<file path="src/rtl/redmule_pkg.sv">
// redmule_pkg: shared RedMulE package, TCDM splitter subset.
//   TCDM_SPLIT_DW / TCDM_SPLIT_MP / TCDM_SPLIT_NW : default wide width, port count, narrow width
//   TCDM_SPLIT_OUTST                               : default outstanding-read bound / FIFO depth
//   tcdm_split_narrow_t                            : one narrow port data word
package redmule_pkg;

  localparam int unsigned TCDM_SPLIT_DW    = 128;
  localparam int unsigned TCDM_SPLIT_MP    = 4;
  localparam int unsigned TCDM_SPLIT_NW    = TCDM_SPLIT_DW / TCDM_SPLIT_MP;
  localparam int unsigned TCDM_SPLIT_OUTST = 2;

  typedef logic [TCDM_SPLIT_NW-1:0] tcdm_split_narrow_t;

endpackage

</file>
<file path="src/rtl/redmule_tcdm_rsp_fifo.sv">
// redmule_tcdm_rsp_fifo: per-port read-response buffer of the TCDM splitter.
// Ports:
//   clk_i, rst_i (async, active-high), clear_i (sync clear)
//   push_i, data_i  : write one narrow word (ignored when full unless popping)
//   pop_i           : drop the head (ignored when empty)
//   data_o          : current head word
//   empty_o, full_o : occupancy flags
module redmule_tcdm_rsp_fifo #(
  parameter int unsigned Depth = 2,
  parameter int unsigned Width = 32
) (
  input  logic             clk_i,
  input  logic             rst_i,
  input  logic             clear_i,
  input  logic             push_i,
  input  logic [Width-1:0] data_i,
  input  logic             pop_i,
  output logic [Width-1:0] data_o,
  output logic             empty_o,
  output logic             full_o
);

  localparam int unsigned PtrW = (Depth > 1) ? $clog2(Depth) : 1;
  localparam int unsigned CntW = $clog2(Depth + 1);

  logic [Width-1:0] mem_q [Depth];
  logic [PtrW-1:0]  wr_ptr_q, wr_ptr_d, rd_ptr_q, rd_ptr_d;
  logic [CntW-1:0]  cnt_q, cnt_d;
  logic             do_push, do_pop;

  function automatic logic [PtrW-1:0] ptr_inc(input logic [PtrW-1:0] p);
    return (p == PtrW'(Depth - 1)) ? '0 : p + 1'b1;
  endfunction

  assign empty_o = (cnt_q == '0);
  assign full_o  = (cnt_q == CntW'(Depth));
  assign data_o  = mem_q[rd_ptr_q];

  // When full, a simultaneous pop frees the head slot, which is exactly the slot written.
  assign do_push = push_i & (~full_o | pop_i);
  assign do_pop  = pop_i & ~empty_o;

  always_comb begin
    wr_ptr_d = wr_ptr_q;
    rd_ptr_d = rd_ptr_q;
    cnt_d    = cnt_q;
    if (do_push) wr_ptr_d = ptr_inc(wr_ptr_q);
    if (do_pop)  rd_ptr_d = ptr_inc(rd_ptr_q);
    case ({do_push, do_pop})
      2'b10:   cnt_d = cnt_q + 1'b1;
      2'b01:   cnt_d = cnt_q - 1'b1;
      default: cnt_d = cnt_q;
    endcase
  end

  always_ff @(posedge clk_i or posedge rst_i) begin
    if (rst_i) begin
      wr_ptr_q <= '0;
      rd_ptr_q <= '0;
      cnt_q    <= '0;
    end else if (clear_i) begin
      wr_ptr_q <= '0;
      rd_ptr_q <= '0;
      cnt_q    <= '0;
    end else begin
      wr_ptr_q <= wr_ptr_d;
      rd_ptr_q <= rd_ptr_d;
      cnt_q    <= cnt_d;
    end
  end

  // Storage needs no reset: contents are only observed while non-empty.
  always_ff @(posedge clk_i) begin
    if (do_push) mem_q[wr_ptr_q] <= data_i;
  end

`ifndef SYNTHESIS
  a_no_overflow: assert property (@(posedge clk_i) disable iff (rst_i)
    !(push_i && full_o && !pop_i));
`endif

endmodule

</file>
<file path="src/rtl/redmule_tcdm_splitter.sv">
// redmule_tcdm_splitter: splits one wide HCI-style RedMulE request onto MP narrow TCDM ports,
// tracks partial grants, realigns per-port read responses into one wide response, and bounds
// outstanding wide reads to OUTST so the per-port response FIFOs cannot overflow.
// Ports:
//   clk_i, rst_i (async, active-high), clear_i (sync soft clear, same effect as reset)
//   req_i/gnt_o, add_i, wen_i (1 = read), be_i, data_i : wide request side
//   r_data_o, r_valid_o                                : wide response (no backpressure)
//   tcdm_req_o/tcdm_gnt_i, tcdm_add_o, tcdm_wen_o,
//   tcdm_be_o, tcdm_data_o                             : narrow request side, port 0 in LSBs
//   tcdm_r_data_i, tcdm_r_valid_i                      : narrow responses, per-port timing
//   busy_o                                             : partial grant held or read outstanding
//   stall_cycles_o                                     : only with REDMULE_TCDM_SPLITTER_PERF_EN,
//                                                        saturating count of req_i & ~gnt_o
module redmule_tcdm_splitter
  import redmule_pkg::*;
#(
  parameter int unsigned DW    = TCDM_SPLIT_DW,
  parameter int unsigned MP    = TCDM_SPLIT_MP,
  parameter int unsigned AW    = 32,
  parameter int unsigned OUTST = TCDM_SPLIT_OUTST
) (
  input  logic                   clk_i,
  input  logic                   rst_i,
  input  logic                   clear_i,
  input  logic                   req_i,
  output logic                   gnt_o,
  input  logic [AW-1:0]          add_i,
  input  logic                   wen_i,
  input  logic [DW/8-1:0]        be_i,
  input  logic [DW-1:0]          data_i,
  output logic [DW-1:0]          r_data_o,
  output logic                   r_valid_o,
  output logic [MP-1:0]          tcdm_req_o,
  input  logic [MP-1:0]          tcdm_gnt_i,
  output logic [MP*AW-1:0]       tcdm_add_o,
  output logic [MP-1:0]          tcdm_wen_o,
  output logic [DW/8-1:0]        tcdm_be_o,
  output logic [DW-1:0]          tcdm_data_o,
  input  logic [DW-1:0]          tcdm_r_data_i,
  input  logic [MP-1:0]          tcdm_r_valid_i,
`ifdef REDMULE_TCDM_SPLITTER_PERF_EN
  output logic [31:0]            stall_cycles_o,
`endif
  output logic                   busy_o
);

  localparam int unsigned NW = DW / MP;
  localparam int unsigned NB = NW / 8;
  localparam int unsigned CW = $clog2(OUTST + 1);

  logic [MP-1:0] granted_q, granted_d;
  logic [MP-1:0] hit;
  logic [MP-1:0] fifo_empty, fifo_full;
  logic [CW-1:0] cnt_q, cnt_d;
  logic [DW-1:0] heads;
  logic          req_eff, stall, issue, rsp_ok;

  // Reset and clear mask the request so every handshake output reads 0 while they are held.
  assign req_eff = req_i & ~rst_i & ~clear_i;
  // A read may only start splitting when a response slot is free in every port FIFO.
  assign stall   = req_eff & wen_i & (cnt_q == CW'(OUTST));
  assign issue   = req_eff & ~stall;

  assign tcdm_req_o = {MP{issue}} & ~granted_q;
  assign hit        = tcdm_req_o & tcdm_gnt_i;
  assign gnt_o      = issue & (&(granted_q | hit));

  assign tcdm_wen_o  = {MP{wen_i}};
  assign tcdm_be_o   = be_i;
  assign tcdm_data_o = data_i;

  // Port responses only belong to a counted read; stray ones after a clear are dropped.
  assign rsp_ok = (cnt_q != '0);

  for (genvar g = 0; g < MP; g++) begin : g_port
    assign tcdm_add_o[g*AW +: AW] = add_i + AW'(g * NB);

    redmule_tcdm_rsp_fifo #(
      .Depth (OUTST),
      .Width (NW)
    ) i_rsp_fifo (
      .clk_i   (clk_i),
      .rst_i   (rst_i),
      .clear_i (clear_i),
      .push_i  (tcdm_r_valid_i[g] & rsp_ok),
      .data_i  (tcdm_r_data_i[g*NW +: NW]),
      .pop_i   (r_valid_o),
      .data_o  (heads[g*NW +: NW]),
      .empty_o (fifo_empty[g]),
      .full_o  (fifo_full[g])
    );
  end

  assign r_valid_o = &(~fifo_empty);
  assign r_data_o  = r_valid_o ? heads : '0;
  assign busy_o    = (|granted_q) | (cnt_q != '0);

  always_comb begin
    granted_d = granted_q | hit;
    if (gnt_o) granted_d = '0;
  end

  always_comb begin
    cnt_d = cnt_q;
    case ({gnt_o & wen_i, r_valid_o})
      2'b10:   cnt_d = cnt_q + 1'b1;
      2'b01:   cnt_d = cnt_q - 1'b1;
      default: cnt_d = cnt_q;
    endcase
  end

  always_ff @(posedge clk_i or posedge rst_i) begin
    if (rst_i) begin
      granted_q <= '0;
      cnt_q     <= '0;
    end else if (clear_i) begin
      granted_q <= '0;
      cnt_q     <= '0;
    end else begin
      granted_q <= granted_d;
      cnt_q     <= cnt_d;
    end
  end

`ifdef REDMULE_TCDM_SPLITTER_PERF_EN
  logic [31:0] stall_cnt_q;

  always_ff @(posedge clk_i or posedge rst_i) begin
    if (rst_i) begin
      stall_cnt_q <= '0;
    end else if (clear_i) begin
      stall_cnt_q <= '0;
    end else if (req_i && !gnt_o && (stall_cnt_q != '1)) begin
      stall_cnt_q <= stall_cnt_q + 1'b1;
    end
  end

  assign stall_cycles_o = stall_cnt_q;
`endif

`ifndef SYNTHESIS
  logic            pend_q;
  logic [AW-1:0]   add_q;
  logic            wen_q;
  logic [DW/8-1:0] be_q;
  logic [DW-1:0]   data_q;

  always_ff @(posedge clk_i or posedge rst_i) begin
    if (rst_i) begin
      pend_q <= 1'b0;
      add_q  <= '0;
      wen_q  <= 1'b0;
      be_q   <= '0;
      data_q <= '0;
    end else begin
      pend_q <= req_i & ~gnt_o;
      add_q  <= add_i;
      wen_q  <= wen_i;
      be_q   <= be_i;
      data_q <= data_i;
    end
  end

  a_req_stable: assert property (@(posedge clk_i) disable iff (rst_i)
    pend_q |-> (req_i && add_i == add_q && wen_i == wen_q && be_i == be_q && data_i == data_q));

  a_rsp_counted: assert property (@(posedge clk_i) disable iff (rst_i)
    (|tcdm_r_valid_i) |-> (cnt_q != '0));
`endif

endmodule

</file>
<file path="config.mk">
export PLATFORM = sky130hd
export DESIGN_NAME = redmule_tcdm_splitter
export DESIGN_NICKNAME = d
export VERILOG_FILES = /design/src/rtl/redmule_pkg.sv /design/src/rtl/redmule_tcdm_rsp_fifo.sv /design/src/rtl/redmule_tcdm_splitter.sv
export SDC_FILE = /design/constraint.sdc
export NUM_CORES = 1
export LEC_CHECK = 0
export ABC_AREA = 1
export CORE_AREA = 10 10 272 274
export CTS_CLUSTER_DIAMETER = 30
export CTS_CLUSTER_SIZE = 40
export DETAILED_ROUTE_END_ITERATION = 10
export DIE_AREA = 0 0 282 284
export SKIP_CTS_REPAIR_TIMING = 1
export SLEW_MARGIN = 20
export SYNTH_ARGS = -nofsm -noshare
export SYNTH_HDL_FRONTEND = slang
export SYNTH_HIERARCHICAL = 1
export SYNTH_SLANG_ARGS = --single-unit
</file>
<file path="constraint.sdc">
create_clock -name clk_i -period 4.31 [get_ports clk_i]
set_clock_uncertainty 0.1 [all_clocks]
set_input_delay 1.0775 -clock clk_i [delete_from_list [all_inputs] [get_ports clk_i]]
set_output_delay 1.0775 -clock clk_i [all_outputs]
set_load 0.005 [all_outputs]
</file>
---- Yosys cells after proc, flatten, opt, wreduce, memory -nomap -nowiden ----
Memory sizes are Yosys's and may differ from the RTL's.
Index checks and enable logic that the tools add are counted.
storage, ports and cells
  register bits after elaboration ......... 22
  RAM bits ................................ 256
  logic and storage cells ................. 160
  memories kept ........................... 4
memory list
  name                        words  bits a word  read ports  clocked after Yosys merged registers in  write ports  line                         text
  g_port[0].i_rsp_fifo.mem_q  2      32           1           0                                        1            redmule_tcdm_rsp_fifo.sv:26  logic [Width-1:0] mem_q [Depth];
  g_port[1].i_rsp_fifo.mem_q  2      32           1           0                                        1            redmule_tcdm_rsp_fifo.sv:26
  g_port[2].i_rsp_fifo.mem_q  2      32           1           0                                        1            redmule_tcdm_rsp_fifo.sv:26
  g_port[3].i_rsp_fifo.mem_q  2      32           1           0                                        1            redmule_tcdm_rsp_fifo.sv:26
cells by class
  add/sub/neg operators ................... 21
  equality and inequality tests ........... 15
  mux-type cells .......................... 45
  bitwise logic cells ..................... 40
  reductions and logical operators ........ 21
operators by type and width
  cell                                                                    count
  128-bit two-way mux                                                     1
  32-bit by 4-bit adder with 32-bit output (second input constant)        2
  32-bit by 3-bit adder with 32-bit output (second input constant)        1
  1-bit two-way mux                                                       32
  2-bit equality test (second input constant)                             10
  2-bit one-hot mux with 2 select lines                                   5
  1-bit AND                                                               19
  2-bit nonzero test                                                      9
  3-bit nonzero test                                                      5
  1-bit inverter                                                          11
  2-bit by 1-bit adder with 2-bit output (second input constant)          5
  2-bit by 1-bit equality test with 1-bit output (second input constant)  5
  2-bit two-way mux                                                       5
  2-bit by 1-bit subtractor with 2-bit output (second input constant)     5
  1-bit adder (second input constant)                                     8
  4-bit AND                                                               2
  2-bit logical NOT                                                       4
  4-bit two-way mux                                                       2
  4-bit inverter                                                          2
  4-bit AND reduction                                                     2
  1-bit OR                                                                5
  4-bit OR                                                                1
  4-bit OR reduction                                                      1

---- Longest topological paths before layout ----
Gate-level depths: netlist (run 1).
  depth in word-level cells ............... 16
  mapped depth ............................ 12
  depth with buffers taken out ............ 12

---- Cells and area by module ----
The synthesis (run 1) kept the hierarchy.
by module, submodules not included
  module                 instances  cells an instance  area an instance (um2)
  redmule_tcdm_rsp_fifo  4          206                2602.5
  redmule_tcdm_splitter  1          809                4566.9

---- Least setup slack after synthesis (run 1) ----
No wires, ideal clock.
  kind .................................... input -> output
  start point ............................. input add_i[2]
  end point ............................... output tcdm_add_o[124]
  arrival time ............................ 2.448 ns
  data required time ...................... 3.133 ns
  setup slack ............................. 0.685 ns
  stages .................................. 10
  path through ............................ buf_2 -> inv_1 -> ha_1 -> nor2_1 -> inv_1 -> nor2_2 -> inv_2 -> nor2_1 -> nand2_1 -> xor2_1
on the way
  word-level cells in the longest chain between the ends .. 1
RTL lines
  item                                      line                         text
  start: declaration                        redmule_tcdm_splitter.sv:27  input logic [AW-1:0] add_i,
  32-bit by 4-bit adder with 32-bit output  redmule_tcdm_splitter.sv:76  assign tcdm_add_o[g*AW +: AW] = add_i + AW'(g * NB);
  end: declaration                          redmule_tcdm_splitter.sv:35  output logic [MP*AW-1:0] tcdm_add_o,
Every way passes these cells.

---- Worst setup path in the final report (run 1) ----
  start point ............................. input add_i[28]
  end point ............................... output tcdm_add_o[62]
on the way
  word-level cells in the longest chain between the ends .. 1
RTL lines
  item                                      line
  32-bit by 3-bit adder with 32-bit output  redmule_tcdm_splitter.sv:76
Every way passes these cells.

==> results.sh, run 1 <==
export IMPL_run_status="completed"
export IMPL_finalNetCount=2375
export IMPL_critPathKind="in2out"
export IMPL_drive_gt1_share_pct=19.6
export IMPL_die_h_um=284
export IMPL_gp_congestion=0.988
export IMPL_p_total_w=0.00932
export IMPL_reg2reg_from="g_port[2].i_rsp_fifo/cnt_q[0]$_DFFE_PP0P_"
export IMPL_setup_viol=0
export IMPL_finalCritPeriodShare_pct=99.1
export IMPL_worst_slack_ns=0.0380
export IMPL_grt_pass1_vias=12821
export IMPL_firstDrtPassIters=5
export IMPL_crit_path_start_kind="primary input"
export IMPL_grt_total_usage_pct=16.5
export IMPL_placed_cell_area_sq_um=20000
export IMPL_cap_violations=0
export IMPL_tritoncts="built"
export IMPL_die_width_um=282
export IMPL_cts_buffers_inserted=56
export IMPL_layout_area_overhead_vs_synth_pct=49.7
export IMPL_syn_area_per_cell_sq_um=9.18
export IMPL_syn_area_sq_um=15000
export IMPL_ios=728
export IMPL_initial_utilization_pct=21.9
export IMPL_r2r_slack_ns=1.09
export IMPL_combPwrFrac_pct=16.0
export IMPL_hold_viol_final=0
export IMPL_fill_cells=6937
export IMPL_rsz0062_at_grt="false"
export IMPL_htreeDepth=2
export IMPL_reg2regPathDepth=13
export IMPL_pwr_share_clk_pct=47.3
export IMPL_worstPathArrival_ns=3.09
export IMPL_end_kind="output pin"
export IMPL_pre_cts_ws_ns=-0.700
export IMPL_p_leak_nw=9.70
export IMPL_vdd_drop_max_mv=0.294
export IMPL_post_drt_via_cell_ratio=4.10
export IMPL_core_area_sq_um=68300
export IMPL_std_cell_rows=96
export IMPL_p_per_area_nw_per_um2=416
export IMPL_setup_tns_ns=0
export IMPL_syn_inst=1629
export IMPL_ant_nets=0
export IMPL_regArea_sq_um=8240
export IMPL_worstHoldPathCells=2
export IMPL_fmax_mhz=234
export IMPL_slew_violations=0
export IMPL_finalCriticalPeriod_ns=4.27
export IMPL_min_from="granted_q[2]$_DFF_PP0_"
export IMPL_grt_max_degree=78
export IMPL_p_int_w=0.00691
export IMPL_path_clk_slew_ns=0.05
export IMPL_max_slew_margin_pct=56.0
export IMPL_synth_nets=1950
export IMPL_switchingPower_w=0.00241
export IMPL_cts_root_buf="clkbuf_16"
export IMPL_r2r_end="g_port[3].i_rsp_fifo/mem_q[0][2]$_DFFE_PP_"
export IMPL_worstPathRequired_ns=3.13
export IMPL_cts_buffer_depth=3
export IMPL_dieArea_sq_um=80100
export IMPL_drt_total_wl_um=70200
export IMPL_p_seq_share_pct=36.7
export IMPL_worst_pin_slew_ns=0.661
export IMPL_vias=12233
export IMPL_antenna_found_initial=9
export IMPL_clk_latency_ns=0.58
export IMPL_drcViolationCount=0
export IMPL_min_to="granted_q[2]$_DFF_PP0_"
export IMPL_multi_input_area_sq_um=4490
export IMPL_numPortBuffers=429
export IMPL_hp_class="reg2reg"
export IMPL_dp_hpwl_um=57800
export IMPL_clock_sinks=278
export IMPL_final_cell_area_sq_um=22400
export IMPL_drt_iter0_markers=585
export IMPL_startpoint="add_i[28]"
export IMPL_crit_fanout=3
export IMPL_wire_per_inst_um=23.5
export IMPL_grt_overflow_total=0
export IMPL_grt_pass1_wl_um=94800
export IMPL_swShare_pct=25.8
export IMPL_ys_warn_count=6
==> critical path, stage by stage <==
cell and delay (ns):
clkdlybuf4s50_1 0.52, nand2_2 0.14, buf_4 0.17, nor4_4 0.23, buf_4 0.18, nand2_1 0.08
xor2_2 0.15, clkdlybuf4s50_1 0.53
==> layout make-up <==
type / instances / area share (%)
Antenna cell: 3 / 0.0335
Clock buffer: 62 / 6.45
Clock inverter: 42 / 2.30
Inverter: 227 / 3.82
Multi-Input combinational cell: 883 / 20.0
Sequential cell: 278 / 36.8
Tap cell: 882 / 4.93
Timing Repair Buffer: 608 / 25.7
==> sequential cells by signal (all words and copies together) (netlist names) <==
| signal | flops |
|---|---|
| g_port.i_rsp_fifo/cnt_q | 8 |
| g_port.i_rsp_fifo/wr_ptr_q | 4 |
| g_port.i_rsp_fifo/mem_q | 256 |
| granted_q | 4 |
| g_port.i_rsp_fifo/rd_ptr_q | 4 |
| cnt_q | 2 |
==> worst max path at each step <==
stage / end / slack, ns / cells after the start
after floorplan: tcdm_add_o[124] / 0.68 / 10
final: tcdm_add_o[62] / 0.04 / 8
after global placement: tcdm_add_o[76] / -0.75 / 12
after global routing: tcdm_add_o[79] / 0.005 / 12
after CTS: tcdm_add_o[76] / -0.71 / 12
after detailed placement: tcdm_add_o[76] / -0.70 / 12
==> per-stage QoR <==
step,hold WS [ns],util (%),cells
after floorplan,0.416,-,1629
after global placement,0.446,29.3,2863
after detailed placement,0.459,29.3,2863
after CTS,0.465,32.2,2967
after global routing,0.504,32.8,2984
final,0.476,32.8,2985
==> routing by layer <==
layer | share of wire, % | routed length [um] | track usage [%] | up-vias
met4 | 5.2 | 3650 | 8.48 | 10
met2 | 53 | 37400 | 31.2 | 706
met3 | 14 | 9550 | 9.27 | 119
met1 | 28 | 19500 | 13.0 | 5659
met5 | 0.16 | 115 | 0.750 | -
li1 | - | - | - | 5739
==> power by group through the flow <==
stage | registers, W | logic, W | clock network (W)
after CTS | 0.00342 | 0.00149 | 0.00450
after detailed placement | 0.00347 | 0.00147 | 0
after global routing | 0.00345 | 0.00164 | 0.00463
final | 0.00342 | 0.00149 | 0.00440
after global placement | 0.00345 | 0.00145 | 0
after floorplan | 0.00345 | 0.000796 | 0
==> cells in the final DEF, fill, tap and decap left out, types with 8 or more instances in the layout <==
cell type	count
edfxtp_1	256
inv_2	25
nor2_2	10
nand3_2	17
inv_6	8
nor2_1	171
xor2_1	66
bufinv_16	9
clkinv_1	9
dlymetal6s2s_1	32
clkdlybuf4s50_1	381
buf_4	176
clkinvlp_4	8
nand4_1	14
nand3_1	22
nand2_1	473
nor3_1	8
nor2_4	18
clkbuf_16	57
a21oi_1	12
inv_1	201
dfrtp_1	22
nor3_2	8
nand2_2	22
(Power assumes the default switching activity.)
==> inputs of run 2 (changes only) <==
--- a/config.mk
+++ b/config.mk
@@ -8,3 +8,3 @@
 export ABC_AREA = 1
-export CORE_AREA = 10 10 272 274
+export CORE_AREA = 2 2 279 281
 export CTS_CLUSTER_DIAMETER = 30
@@ -12,3 +12,4 @@
 export DETAILED_ROUTE_END_ITERATION = 10
-export DIE_AREA = 0 0 282 284
+export DIE_AREA = 0 0 281 283
+export HOLD_SLACK_MARGIN = 0.06
 export SKIP_CTS_REPAIR_TIMING = 1
--- a/constraint.sdc
+++ b/constraint.sdc
@@ -4,2 +4,2 @@
 set_output_delay 1.0775 -clock clk_i [all_outputs]
-set_load 0.005 [all_outputs]
+set_load 0.1 [all_outputs]
==> results.sh, run 2 (synthesis results as in run 1) <==
export IMPL_p_leak_nw=10.2
export IMPL_path_clk_slew_ns=0.05
export IMPL_multi_input_area_sq_um=5370
export IMPL_rsz0062_at_grt="true"
export IMPL_dp_hpwl_um=40700
export IMPL_final_cell_mix="nand2_1, buf_4, edfxtp_1, inv_1, nor2_1"
export IMPL_crit_fanout=3
export IMPL_grt_max_degree=78
export IMPL_reg_largest_list="g_port.i_rsp_fifo/mem_q x256, g_port.i_rsp_fifo/cnt_q x8"
export IMPL_final_common_cell="nand2_1"
export IMPL_wire_per_inst_um=16.6
export IMPL_max_slew_margin_pct=55.7
export IMPL_core_area_sq_um=76700
export IMPL_slew_violations=0
export IMPL_ios=728
export IMPL_holdWs_ns=0.464
export IMPL_worst_pin_slew_ns=0.664
export IMPL_tritoncts="built"
export IMPL_setup_viol=0
export IMPL_dieArea_sq_um=79500
export IMPL_vdd_drop_max_mv=0.292
export IMPL_fill_cells=7777
export IMPL_fmax_mhz=235
export IMPL_crit_path_start_kind="primary input"
export IMPL_p_per_area_nw_per_um2=412
export IMPL_initial_utilization_pct=19.5
export IMPL_critPathKind="in2out"
export IMPL_dpl_cell_count=2994
export IMPL_hp_class="reg2reg"
export IMPL_diodes=0
export IMPL_fin_cells=3088
export IMPL_htreeDepth=2
export IMPL_regArea_sq_um=8240
export IMPL_largest_reg_flops=256
export IMPL_layout_area_overhead_vs_synth_pct=57.8
export IMPL_ant_nets=0
export IMPL_final_cell_area_sq_um=23600
export IMPL_numPortBuffers=429
export IMPL_drive_gt1_share_pct=33.2
export IMPL_grt_pass1_wl_um=73300
export IMPL_grt_pass1_vias=11683
export IMPL_clk_latency_ns=0.58
export IMPL_worstPathArrival_ns=3.08
export IMPL_end_kind="output pin"
export IMPL_placed_cell_area_sq_um=21700
export IMPL_p_total_w=0.00973
export IMPL_grt_overflow_total=0
export IMPL_drt_total_wl_um=51400
export IMPL_antenna_found_initial=2
export IMPL_grt_total_usage_pct=12.4
export IMPL_worstPathRequired_ns=3.13
export IMPL_die_h_um=283
export IMPL_cts_buffers_inserted=52
export IMPL_drcViolationCount=0
export IMPL_die_width_um=281
export IMPL_regMostFlops="g_port.i_rsp_fifo/mem_q"
export IMPL_finalCriticalPeriod_ns=4.26
export IMPL_finalNetCount=2329
export IMPL_post_drt_via_cell_ratio=3.77
export IMPL_clock_sinks=278
export IMPL_cts_buffer_depth=3
export IMPL_drt_iter0_markers=362
export IMPL_cts_root_buf="clkbuf_16"
export IMPL_hold_viol_final=0
export IMPL_firstDrtPassIters=5
export IMPL_vias=11630
export IMPL_finalCritPeriodShare_pct=98.9
export IMPL_run_status="completed"
export IMPL_cap_violations=0
export IMPL_gp_congestion=0.923
export IMPL_std_cell_rows=102
run 2: cell types whose count changed in the layout (fill, tap and decap cells not counted), sizes merged:
| cell | change |
|---|---|
| bufinv | -4 |
| clkdlybuf4s50 | -219 |
| clkbuf | -13 |
| nand2 | -1 |
| diode | -3 |
| buf | +207 |
| dlymetal6s2s | -24 |
| clkinv | +2 |
run 2: worst max-delay path, cell delays in order:
cell and delay [ns]:
clkdlybuf4s50_1 0.53, buf_4 0.16, nand2_1 0.07, nor2_1 0.11, buf_4 0.15, nand2_1 0.08
nor3_2 0.26, nand2_1 0.15, xor2_2 0.17, buf_4 0.16, buf_12 0.16
run 2: where the power goes:
part / leakage [nW] / switching [W] / internal (W)
Combinational: 6.76 / 0.00166 / 0.000735
Clock: 0.834 / 0.00140 / 0.00253
Sequential: 2.64 / 0.0000921 / 0.00332
Total: 10.2 / 0.00314 / 0.00659
run 2: path summary, 6_finish.rpt:
check | from | to | slack [ns] | cells past startpoint
worst max-delay path | add_i[11] | tcdm_add_o[58] | 0.05 | 11
worst min-delay path | g_port[0].i_rsp_fifo/wr_ptr_q$_DFFE_PP0P_ | g_port[0].i_rsp_fifo/wr_ptr_q$_DFFE_PP0P_ | 0.46 | 2
worst max register to register | g_port[3].i_rsp_fifo/cnt_q[0]$_DFFE_PP0P_ | g_port[2].i_rsp_fifo/mem_q[1][16]$_DFFE_PP_ | 1.43 | 12
worst min register to register | g_port[0].i_rsp_fifo/wr_ptr_q$_DFFE_PP0P_ | g_port[0].i_rsp_fifo/wr_ptr_q$_DFFE_PP0P_ | 0.46 | 2
max in group asynchronous | rst_i | g_port[0].i_rsp_fifo/rd_ptr_q$_DFFE_PP0P_ | 3.12 | 3
min in group asynchronous | rst_i | cnt_q[1]$_DFFE_PP0P_ | 0.75 | 3
run 2: metrics by stage:
stage / setup TNS (ns) / util, % / worst slack (ns)
6_report: 0 / 30.8 / 0.0488
3_3_place_gp: -0.857 / 28.4 / -0.103
2_1_floorplan: -6.72 / - / -0.479
4_1_cts: -1.10 / 30.6 / -0.119
5_1_grt: -0.765 / 30.8 / -0.0786
3_5_place_dp: -0.889 / 28.4 / -0.114
run 2: layout make-up:
type | instances | area share [%]
flip-flops and latches | 278 | 34.9
multi-input cells | 882 | 22.8
clock buffers | 54 | 5.54
well taps | 1040 | 5.51
inverters | 227 | 3.63
clock inverters | 40 | 1.79
repair buffers | 567 | 25.9
run 2: metal layers:
| layer | vias up | part of all wire, % | GRT usage, % |
|---|---|---|---|
| met4 | 10 | 4.4 | 5.60 |
| met2 | 626 | 49 | 21.7 |
| li1 | 5577 | - | - |
| met1 | 5308 | 34 | 11.9 |
| met5 | - | 0.39 | 1.77 |
| met3 | 109 | 12 | 6.37 |
==> inputs of run 3 (changes only) <==
TNS_END_PERCENT = 5   (was default)
==> results.sh, run 3 (synthesis results as in run 1) <==
export IMPL_setup_viol=0
export IMPL_std_cell_rows=102
export IMPL_numPortBuffers=429
export IMPL_worst_pin_slew_ns=0.718
export IMPL_largest_reg_flops=256
export IMPL_crit_path_start_kind="primary input"
export IMPL_p_total_w=0.0104
export IMPL_finalNetCount=2372
export IMPL_vdd_drop_max_mv=0.289
export IMPL_drive_gt1_share_pct=33.1
export IMPL_dieArea_sq_um=79500
export IMPL_grt_max_degree=61
export IMPL_rsz0062_at_grt="true"
export IMPL_run_status="completed"
export IMPL_p_leak_nw=10.6
export IMPL_clk_latency_ns=0.58
export IMPL_grt_pass1_vias=11482
export IMPL_tritoncts="built"
export IMPL_met3_usage_pct=8.64
export IMPL_regArea_sq_um=8240
export IMPL_worst_path_largest_cell_delay_ns=0.48
export IMPL_crit_top_cell="nand2_1"
export IMPL_final_cell_mix="nand2_1, buf_4, edfxtp_1, inv_1, nor2_1"
export IMPL_met2_usage_pct=27.0
export IMPL_firstDrtPassIters=4
export IMPL_wire_per_inst_um=19.8
export IMPL_postLayoutCoreUtil_pct=31.1
export IMPL_drcViolationCount=0
export IMPL_die_h_um=283
export IMPL_drt_total_wl_um=62100
export IMPL_worstPathArrival_ns=3.05
export IMPL_vias=11736
export IMPL_fmax_mhz=236
export IMPL_grt_total_usage_pct=15.0
export IMPL_path_clk_slew_ns=0.05
export IMPL_crit_fanout=3
export IMPL_core_area_sq_um=76700
export IMPL_dp_hpwl_um=49600
export IMPL_pre_cts_ws_ns=-0.450
export IMPL_fill_cells=7834
export IMPL_end_kind="output pin"
export IMPL_hold_viol_final=0
export IMPL_p_per_area_nw_per_um2=435
export IMPL_reg_largest_list="g_port.i_rsp_fifo/mem_q x256, g_port.i_rsp_fifo/cnt_q x8"
export IMPL_ant_nets=0
export IMPL_die_width_um=281
export IMPL_drt_iter0_markers=420
export IMPL_layout_area_overhead_vs_synth_pct=59.5
export IMPL_initial_utilization_pct=19.5
export IMPL_critPathSlowestCell="clkdlybuf4s50_1"
export IMPL_critPathKind="in2out"
export IMPL_gp_congestion=0.922
export IMPL_grt_use_met1_pct=12.4
export IMPL_hp_class="reg2reg"
export IMPL_slew_violations=0
export IMPL_clock_sinks=278
export IMPL_finalCriticalPeriod_ns=4.23
export IMPL_max_slew_margin_pct=52.1
export IMPL_cap_violations=0
export IMPL_grt_overflow_total=0
export IMPL_regMostFlops="g_port.i_rsp_fifo/mem_q"
export IMPL_ios=728
export IMPL_cts_root_buf="clkbuf_16"
export IMPL_cts_buffer_depth=3
export IMPL_worst_slack_ns=0.0814
export IMPL_cts_buffers_inserted=58
export IMPL_grt_pass1_wl_um=84300
export IMPL_finalCritPeriodShare_pct=98.1
export IMPL_multi_input_area_sq_um=4900
export IMPL_final_common_cell="nand2_1"
export IMPL_htreeDepth=2
export IMPL_crit_chain="clkdlybuf4s50_1 > buf_6 > nand2_1 > nor2_1 > nand2_1 > nor3_2 > nand2_1 > xor2_2 > buf_4 > buf_12"
export IMPL_antenna_found_initial=6
export IMPL_busiest_layer="met2"
export IMPL_post_drt_via_cell_ratio=3.74
export IMPL_holdWs_ns=0.463
export IMPL_worstPathRequired_ns=3.13
==> run 3: layout make-up <==
| cell class | instances | share of cell area [%] |
|---|---|---|
| Antenna cell | 1 | 0.0105 |
| Timing Repair Buffer | 604 | 27.3 |
| Sequential cell | 278 | 34.5 |
| Clock inverter | 46 | 2.31 |
| Clock buffer | 63 | 6.25 |
| Multi-Input combinational cell | 882 | 20.5 |
| Inverter | 227 | 3.59 |
| Tap cell | 1040 | 5.45 |
==> run 3: critical path, delay by kind of cell <==
kind | cells | cell delay [ns]
xor+xnor | 1 | 0.16
buf+inv | 4 | 0.97
simple gates | 5 | 0.84
==> run 3: report_power, final <==
group	leakage, nW	switching (W)	total, W	internal (W)
Sequential	2.64	0.0000933	0.00341	0.00332
Combinational	6.97	0.00166	0.00240	0.000740
Clock	0.971	0.00158	0.00456	0.00298
==> run 3: metrics by stage <==
step | instance area, sq um | TNS (ns) | std cells
finish | 23900 | 0 | 3141
global placement | 21500 | -1.44 | 3026
global route | 23900 | -0.0236 | 3141
detailed placement | 21500 | -1.67 | 3026
CTS | 23500 | -2.17 | 3135
floorplan | 15400 | -25.16 | 1629
==> run 3: path summary, 6_finish.rpt <==
path                       slack [ns]                                         end                                       from  cells past startpoint
setup reg to reg                 1.13  g_port[3].i_rsp_fifo/mem_q[1][0]$_DFFE_PP_  g_port[3].i_rsp_fifo/cnt_q[0]$_DFFE_PP0P_                     12
max in group asynchronous        3.12   g_port[2].i_rsp_fifo/cnt_q[0]$_DFFE_PP0P_                                      rst_i                      3
hold reg to reg                  0.46                      granted_q[1]$_DFF_PP0_                     granted_q[1]$_DFF_PP0_                      2
min in group asynchronous        0.73                        cnt_q[0]$_DFFE_PP0P_                                      rst_i                      3
setup / recovery                 0.08                              tcdm_add_o[90]                                  add_i[11]                     10
hold / removal                   0.46                      granted_q[1]$_DFF_PP0_                     granted_q[1]$_DFF_PP0_                      2
==> run 3: per-layer routing <==
metal	up-vias	part of all wire, %
met5	-	0.069
met4	6	6.7
li1	5698	-
met2	591	51
met1	5308	29
met3	133	14
